<file path="config.mk">
export PLATFORM = sky130hd
export DESIGN_NAME = johnson_phase_decoder_flat
export DESIGN_NICKNAME = d
export VERILOG_FILES = /design/src/rtl/jpd_pkg.sv /design/src/rtl/johnson_phase_decoder_if.sv /design/src/rtl/johnson_code_lut.sv /design/src/rtl/johnson_phase_decoder.sv /design/src/flat_wrapper.sv
export SDC_FILE = /design/constraint.sdc
export NUM_CORES = 1
export LEC_CHECK = 0
export ABC_AREA = 1
export CAP_MARGIN = 10
export CORE_AREA = 2 2 55 109
export DETAILED_ROUTE_END_ITERATION = 6
export DIE_AREA = 0 0 57 111
export DONT_BUFFER_PORTS = 1
export PLACE_DENSITY = 0.43
export SLEW_MARGIN = 10
export SYNTH_ARGS = -nofsm -noshare
export SYNTH_HDL_FRONTEND = slang
export SYNTH_SLANG_ARGS = --single-unit
export TNS_END_PERCENT = 100
</file>
<file path="constraint.sdc">
create_clock -name clk -period 1.7 [get_ports clk]
set_clock_uncertainty 0.15 [all_clocks]
set_input_delay 0.425 -clock clk [delete_from_list [all_inputs] [get_ports clk]]
set_output_delay 0.425 -clock clk [all_outputs]
set_load 0.02 [all_outputs]
</file>
<file path="src/rtl/jpd_pkg.sv">
// -----------------------------------------------------------------------------
// jpd_pkg
// Shared definitions for the Johnson phase decoder slice:
//   - jpd_state_e      : lock FSM states (SEARCH, TRACK, LOCKED)
//   - JPD_LOCK_COUNT_DEF : default number of in-sequence codes needed to lock
//   - JPD_CODE_TABLE   : the 16 legal 8-bit twisted-ring words, indexed by phase
//   - jpd_next_phase   : successor phase, wrapping 15 -> 0
// -----------------------------------------------------------------------------
package jpd_pkg;

    typedef enum logic [1:0] {
        SEARCH = 2'd0,
        TRACK  = 2'd1,
        LOCKED = 2'd2
    } jpd_state_e;

    localparam int JPD_LOCK_COUNT_DEF = 4;
    localparam int JPD_NUM_PHASES     = 16;

    // Phase 0..7 shift ones in from the LSB, phase 8..15 shift zeros in.
    localparam logic [7:0] JPD_CODE_TABLE [0:JPD_NUM_PHASES-1] = '{
        8'h00, 8'h01, 8'h03, 8'h07, 8'h0F, 8'h1F, 8'h3F, 8'h7F,
        8'hFF, 8'hFE, 8'hFC, 8'hF8, 8'hF0, 8'hE0, 8'hC0, 8'h80
    };

    function automatic logic [3:0] jpd_next_phase(input logic [3:0] p);
        return p + 4'd1;
    endfunction

endpackage

</file>
<file path="src/rtl/johnson_phase_decoder_if.sv">
// -----------------------------------------------------------------------------
// johnson_phase_decoder_if
// Bundles the code input and the decoded status outputs of the decoder.
//   code_in/code_valid : Johnson word from upstream and its qualifier
//   phase/phase_valid  : decoded phase and locked-update strobe
//   locked             : decoder is in lock
//   wrap_pulse/rev_count : 15->0 strobe and modulo-256 wrap counter
//   seq_err            : loss-of-lock strobe
//   err_count          : saturating loss counter (only with JPD_ERRCNT_EN)
// Modports: master drives codes (upstream/bench), slave is the decoder.
// -----------------------------------------------------------------------------
interface johnson_phase_decoder_if;

    logic [7:0] code_in;
    logic       code_valid;
    logic [3:0] phase;
    logic       phase_valid;
    logic       locked;
    logic       wrap_pulse;
    logic [7:0] rev_count;
    logic       seq_err;
`ifdef JPD_ERRCNT_EN
    logic [7:0] err_count;
`endif

    modport master (
        output code_in,
        output code_valid,
        input  phase,
        input  phase_valid,
        input  locked,
        input  wrap_pulse,
        input  rev_count,
        input  seq_err
`ifdef JPD_ERRCNT_EN
        ,
        input  err_count
`endif
    );

    modport slave (
        input  code_in,
        input  code_valid,
        output phase,
        output phase_valid,
        output locked,
        output wrap_pulse,
        output rev_count,
        output seq_err
`ifdef JPD_ERRCNT_EN
        ,
        output err_count
`endif
    );

endinterface

</file>
<file path="src/rtl/johnson_code_lut.sv">
// -----------------------------------------------------------------------------
// johnson_code_lut
// Combinational decode of an 8-bit Johnson word into its phase index.
//   code_i  : candidate word
//   legal_o : word is one of the 16 legal twisted-ring states
//   phase_o : phase index of the word (0 when illegal)
// -----------------------------------------------------------------------------
module johnson_code_lut
    import jpd_pkg::*;
(
    input  logic [7:0] code_i,
    output logic       legal_o,
    output logic [3:0] phase_o
);

    always_comb begin
        legal_o = 1'b0;
        phase_o = 4'd0;
        for (int i = 0; i < JPD_NUM_PHASES; i++) begin
            if (code_i == JPD_CODE_TABLE[i]) begin
                legal_o = 1'b1;
                phase_o = 4'(i);
            end
        end
    end

endmodule

</file>
<file path="src/rtl/johnson_phase_decoder.sv">
// -----------------------------------------------------------------------------
// johnson_phase_decoder
// Tracks an 8-bit Johnson counter stream, declares lock after LOCK_COUNT
// consecutive in-sequence legal codes and reports phase, wraps and lock loss.
// Ports:
//   clk   : clock, rising edge
//   rst_n : asynchronous reset, active HIGH (legacy name kept)
//   bus   : johnson_phase_decoder_if.slave (code input, status outputs)
// Parameter LOCK_COUNT (2..15): in-sequence codes required to lock.
// Optional: define JPD_ERRCNT_EN to add the saturating err_count output.
// All outputs are registered; latency is one cycle from the sampling edge.
// -----------------------------------------------------------------------------
module johnson_phase_decoder
    import jpd_pkg::*;
#(
    parameter int LOCK_COUNT = JPD_LOCK_COUNT_DEF
) (
    input logic                    clk,
    input logic                    rst_n,
    johnson_phase_decoder_if.slave bus
);

    localparam logic [3:0] LOCK_CNT = 4'(LOCK_COUNT);

    logic       code_legal;
    logic [3:0] code_phase;

    johnson_code_lut u_lut (
        .code_i  (bus.code_in),
        .legal_o (code_legal),
        .phase_o (code_phase)
    );

    jpd_state_e state_q, state_d;
    logic [3:0] streak_q, streak_d;
    logic [3:0] phase_q, phase_d;
    logic       pvld_q, pvld_d;
    logic       locked_q, locked_d;
    logic       wrap_q, wrap_d;
    logic [7:0] rev_q, rev_d;
    logic       serr_q, serr_d;
`ifdef JPD_ERRCNT_EN
    logic [7:0] err_q, err_d;
`endif

    logic [3:0] expected;
    logic       in_seq;
    logic [3:0] streak_inc;

    assign expected   = jpd_next_phase(phase_q);
    assign in_seq     = code_legal && (code_phase == expected);
    assign streak_inc = streak_q + 4'd1;

    // ---- next-state / output decode ----
    always_comb begin
        state_d  = state_q;
        streak_d = streak_q;
        phase_d  = phase_q;
        pvld_d   = 1'b0;
        wrap_d   = 1'b0;
        rev_d    = rev_q;
        serr_d   = 1'b0;
`ifdef JPD_ERRCNT_EN
        err_d    = err_q;
`endif
        if (bus.code_valid) begin
            unique case (state_q)
                SEARCH: begin
                    if (code_legal) begin
                        state_d  = TRACK;
                        streak_d = 4'd1;
                        phase_d  = code_phase;
                    end
                end
                TRACK: begin
                    if (!code_legal) begin
                        state_d  = SEARCH;
                        streak_d = 4'd0;
                    end else if (in_seq) begin
                        streak_d = streak_inc;
                        phase_d  = code_phase;
                        // The code that completes the streak is itself reported.
                        if (streak_inc >= LOCK_CNT) begin
                            state_d = LOCKED;
                            pvld_d  = 1'b1;
                        end
                    end else begin
                        // Out-of-sequence legal code (incl. a repeat) restarts the run.
                        streak_d = 4'd1;
                        phase_d  = code_phase;
                    end
                end
                LOCKED: begin
                    if (in_seq) begin
                        phase_d = code_phase;
                        pvld_d  = 1'b1;
                        if (code_phase == 4'd0) begin
                            wrap_d = 1'b1;
                            rev_d  = rev_q + 8'd1;
                        end
                    end else begin
                        // Phase is held at the last good value on loss of lock.
                        state_d  = SEARCH;
                        streak_d = 4'd0;
                        serr_d   = 1'b1;
`ifdef JPD_ERRCNT_EN
                        if (err_q != 8'hFF) begin
                            err_d = err_q + 8'd1;
                        end
`endif
                    end
                end
                default: begin
                    state_d  = SEARCH;
                    streak_d = 4'd0;
                end
            endcase
        end
        locked_d = (state_d == LOCKED);
    end

    // ---- state and output registers ----
    always_ff @(posedge clk or posedge rst_n) begin
        if (rst_n) begin
            state_q  <= SEARCH;
            streak_q <= 4'd0;
            phase_q  <= 4'd0;
            pvld_q   <= 1'b0;
            locked_q <= 1'b0;
            wrap_q   <= 1'b0;
            rev_q    <= 8'd0;
            serr_q   <= 1'b0;
        end else begin
            state_q  <= state_d;
            streak_q <= streak_d;
            phase_q  <= phase_d;
            pvld_q   <= pvld_d;
            locked_q <= locked_d;
            wrap_q   <= wrap_d;
            rev_q    <= rev_d;
            serr_q   <= serr_d;
        end
    end

`ifdef JPD_ERRCNT_EN
    always_ff @(posedge clk or posedge rst_n) begin
        if (rst_n) begin
            err_q <= 8'd0;
        end else begin
            err_q <= err_d;
        end
    end

    assign bus.err_count = err_q;
`endif

    assign bus.phase       = phase_q;
    assign bus.phase_valid = pvld_q;
    assign bus.locked      = locked_q;
    assign bus.wrap_pulse  = wrap_q;
    assign bus.rev_count   = rev_q;
    assign bus.seq_err     = serr_q;

endmodule

</file>
<file path="src/flat_wrapper.sv">
// flat-port wrapper written by rule: the top's interface ports become plain ports
module johnson_phase_decoder_flat import jpd_pkg::*;
#(
    parameter int LOCK_COUNT = JPD_LOCK_COUNT_DEF
)
  (clk, rst_n, bus_code_in, bus_code_valid, bus_phase, bus_phase_valid, bus_locked, bus_wrap_pulse, bus_rev_count, bus_seq_err);
  johnson_phase_decoder_if bus_i ();
  input logic clk;
  input logic rst_n;
  input wire logic [$bits(bus_i.code_in)-1:0] bus_code_in;
  input wire logic [$bits(bus_i.code_valid)-1:0] bus_code_valid;
  output wire logic [$bits(bus_i.phase)-1:0] bus_phase;
  output wire logic [$bits(bus_i.phase_valid)-1:0] bus_phase_valid;
  output wire logic [$bits(bus_i.locked)-1:0] bus_locked;
  output wire logic [$bits(bus_i.wrap_pulse)-1:0] bus_wrap_pulse;
  output wire logic [$bits(bus_i.rev_count)-1:0] bus_rev_count;
  output wire logic [$bits(bus_i.seq_err)-1:0] bus_seq_err;
  assign bus_i.code_in = bus_code_in;
  assign bus_i.code_valid = bus_code_valid;
  assign bus_phase = bus_i.phase;
  assign bus_phase_valid = bus_i.phase_valid;
  assign bus_locked = bus_i.locked;
  assign bus_wrap_pulse = bus_i.wrap_pulse;
  assign bus_rev_count = bus_i.rev_count;
  assign bus_seq_err = bus_i.seq_err;
  johnson_phase_decoder #(.LOCK_COUNT(LOCK_COUNT)) u_core (.clk(clk), .rst_n(rst_n), .bus(bus_i));
endmodule
</file>
==> impl_metrics.env <==
export IMPL_synth_seq_area_share_pct=33.95
export IMPL_layout_commonest_cell="nand2_1"
export IMPL_min_path_type="in2reg"
export IMPL_path_class="reg2reg"
export IMPL_min_period_over_period_pct=114.5
export IMPL_synth_distinct_cells=26
export IMPL_worstSetupEndpointType="flop"
export IMPL_power_total_w=0.002342
export IMPL_layout_setup_ws_ns=-0.2468
export IMPL_fillers=597
export IMPL_netlist_area_um2=1622
export IMPL_syn_nets=245
export IMPL_pre_cts_slack_ns=-0.5216
export IMPL_clockRootBuffer="clkbuf_16"
export IMPL_critPathMaxFanout=4
export IMPL_irDropWorstVdd_mv=0.6880
export IMPL_grt_pass1_wl_um=7182
export IMPL_hold_violations=0
export IMPL_path_clk_slew_ns=0.06
export IMPL_yosysWarningCount=0
export IMPL_track_usage_pct=13.90
export IMPL_yosys_area_share_simple_pct=40.90
export IMPL_die_area_um2=6327
export IMPL_drc=0
export IMPL_synth_top_family_by_area="simple AND/OR/NAND/NOR gates"
export IMPL_drt_first_pass_iters=4
export IMPL_die_height_um=111
export IMPL_synth_top_cell_by_area="dfrtp_1"
export IMPL_synth_xor_area_share_pct=5.941
export IMPL_slew_headroom_pct=76.35
export IMPL_clock_sinks=22
export IMPL_worst_slew_pin_slew_ns=0.3515
export IMPL_finalSetupTns_ns=-4.433
export IMPL_cts_tree="done"
export IMPL_areaGrowthSynthToFinish_pct=42.52
export IMPL_final_cell_mix="nand2_1 (47), buf_4 (33), nor2_1 (24)"
export IMPL_io_buffers=0
export IMPL_final_design_area_no_fill_um2=2311
export IMPL_clockBufferDepth=2
export IMPL_place_area_um2=2024
export IMPL_max_freq_mhz=513.7
export IMPL_start_util_pct=29.15
export IMPL_vias_per_cell=4.641
export IMPL_num_antenna_cells=0
export IMPL_start_kind="flop"
export IMPL_core_um2=5563
export IMPL_met2WireLength_um=2013
export IMPL_syn_inst=227
export IMPL_hpwl_um=3086
export IMPL_cts_buffers=3
export IMPL_yosysTopAreaCellShare_pct=33.95
export IMPL_row_count=39
export IMPL_synth_seq_cells=22
export IMPL_violations="negative setup slack"
export IMPL_arrival_ns=1.99
export IMPL_p_leak_nw=1.149
export IMPL_antenna_found_initial=0
export IMPL_grt_pass1_vias=1620
export IMPL_htree_levels=1
export IMPL_die_x_um=57
export IMPL_ant_nets=0
export IMPL_ios=27
export IMPL_nNetsFinal=287
export IMPL_routed_wirelength_um=3946
export IMPL_layout_drive_gt1_share_pct=36.94
export IMPL_wirelength_met1_um=1778
export IMPL_gp_congestion=0.8255
export IMPL_status="complete, but fails checks"
export IMPL_power_density_nw_per_um2=1014
export IMPL_setup_viol_count_final=22
export IMPL_synth_area_per_cell_um2=7.143
export IMPL_top_layer="met4"
export IMPL_placedCellCount=318
export IMPL_dr_total_vias=1527
export IMPL_synth_compound_area_share_pct=6.327
export IMPL_fin_cells=329
export IMPL_fin_crit_ns=1.947
export IMPL_drt_initial_drc_count=25
export IMPL_rsz0062_at_grt="true"
export IMPL_grt_max_degree=23
export IMPL_met3_length_um=121
export IMPL_slew_viol_final=0
export IMPL_overflow=0
export IMPL_clk_latency_ns=0.26
export IMPL_synth_fa_ha_area_share_pct=5.401
export IMPL_muxShareOfSynthArea_pct=0
export IMPL_cp_required_ns=1.74
export IMPL_max_cap_viol_count=0
export IMPL_synthTopCellsByArea="dfrtp_1 (34%), nand2_1 (14%), nor2_1 (6.7%)"
export IMPL_routedWlPerCell_um=11.99
-- through the flow --
step	util (%)	hold WS (ns)
after floorplan	-	0.2641
after global placement	36.39	0.2283
after detailed placement	36.39	0.2337
after CTS	40.40	0.1460
after global routing	41.54	0.1734
final	41.54	0.1620
-- sequential cells by signal, indices dropped and copies added, names as in the netlist --
signal                  flops
u_core.bus.locked           1
u_core.bus.phase            4
u_core.bus.phase_valid      1
u_core.bus.rev_count        8
u_core.bus.seq_err          1
u_core.bus.wrap_pulse       1
u_core.state_q              2
u_core.streak_q             4
-- worst max-delay path: stages, from the launching register on --
cell and delay (ns):
dfrtp_2 0.44, ha_4 0.17, xor2_2 0.13, inv_1 0.05
nand2_1 0.07, nand4_2 0.10, nor2_4 0.14, buf_4 0.14
nand4_4 0.11, nand3_2 0.09, nand2_1 0.05, nor2_1 0.09
nor2_1 0.06, nor2_1 0.08
-- synth_stat cells (all sizes together) --
cell type,number
dfrtp,22
nand4,8
xor2,8
xnor2,3
nand3b,1
clkinv,1
nor3,5
o21ai,12
nor2,34
nand3,24
ha,7
nor4,2
nand2,62
a21oi,5
o21bai,1
a31oi,1
inv,31
-- path summary, 6_finish.rpt --
| check | slack [ns] | end | depth (start not counted) | from |
|---|---|---|---|---|
| max in group asynchronous | 0.66 | u_core.bus.phase[0] | 3 | rst_n |
| worst min register to register | 0.37 | u_core.streak_q[3] | 2 | u_core.streak_q[3] |
| worst max register to register | -0.25 | u_core.bus.locked | 13 | u_core.bus.phase[1] |
| min in group asynchronous | 0.49 | u_core.bus.rev_count[3] | 3 | rst_n |
| worst max-delay path | -0.25 | u_core.bus.locked | 13 | u_core.bus.phase[1] |
| worst min-delay path | 0.16 | u_core.bus.phase_valid | 2 | bus_code_valid |
-- final cells by class --
class	count	area [µm²]	share of cell area, %
Sequential cell	22	553.0	23.93
Multi-Input combinational cell	173	1145	49.54
Tap cell	61	76.32	3.303
Clock buffer	3	75.07	3.249
Timing Repair inverter	1	8.758	0.3790
Clock inverter	1	30.03	1.299
Inverter	32	142.6	6.172
Timing Repair Buffer	36	280.3	12.13
-- metal layers --
| metal | global-route usage, % | up-vias |
|---|---|---|
| met1 | 17.68 | 691 |
| met5 | 0 | - |
| met3 | 2.800 | 4 |
| li1 | - | 815 |
| met2 | 23.68 | 17 |
| met4 | 3.256 | 0 |
-- where the power goes --
| part | switching, W | internal (W) |
|---|---|---|
| logic | 0.000531 | 0.000434 |
| registers | 0.0000964 | 0.000612 |
| clock network | 0.000200 | 0.000468 |
-- timing repair --
action | CTS | global route
setup endpoints to repair | 22 | 22
gates resized for setup | 14 | 13
setup buffers | 4 | 1
pin swaps | 6 | 4
gates cloned | 1 | 0
hold buffers | 1 | 0
hold endpoints to repair | 22 | 0
-- kinds of logic after synthesis --
kind of cell,after synthesis
fa+ha+maj,7
compound gates,19
simple gates,136
xor+xnor,11
flops,22
buf+inv,32
(Power assumes the default switching activity.)
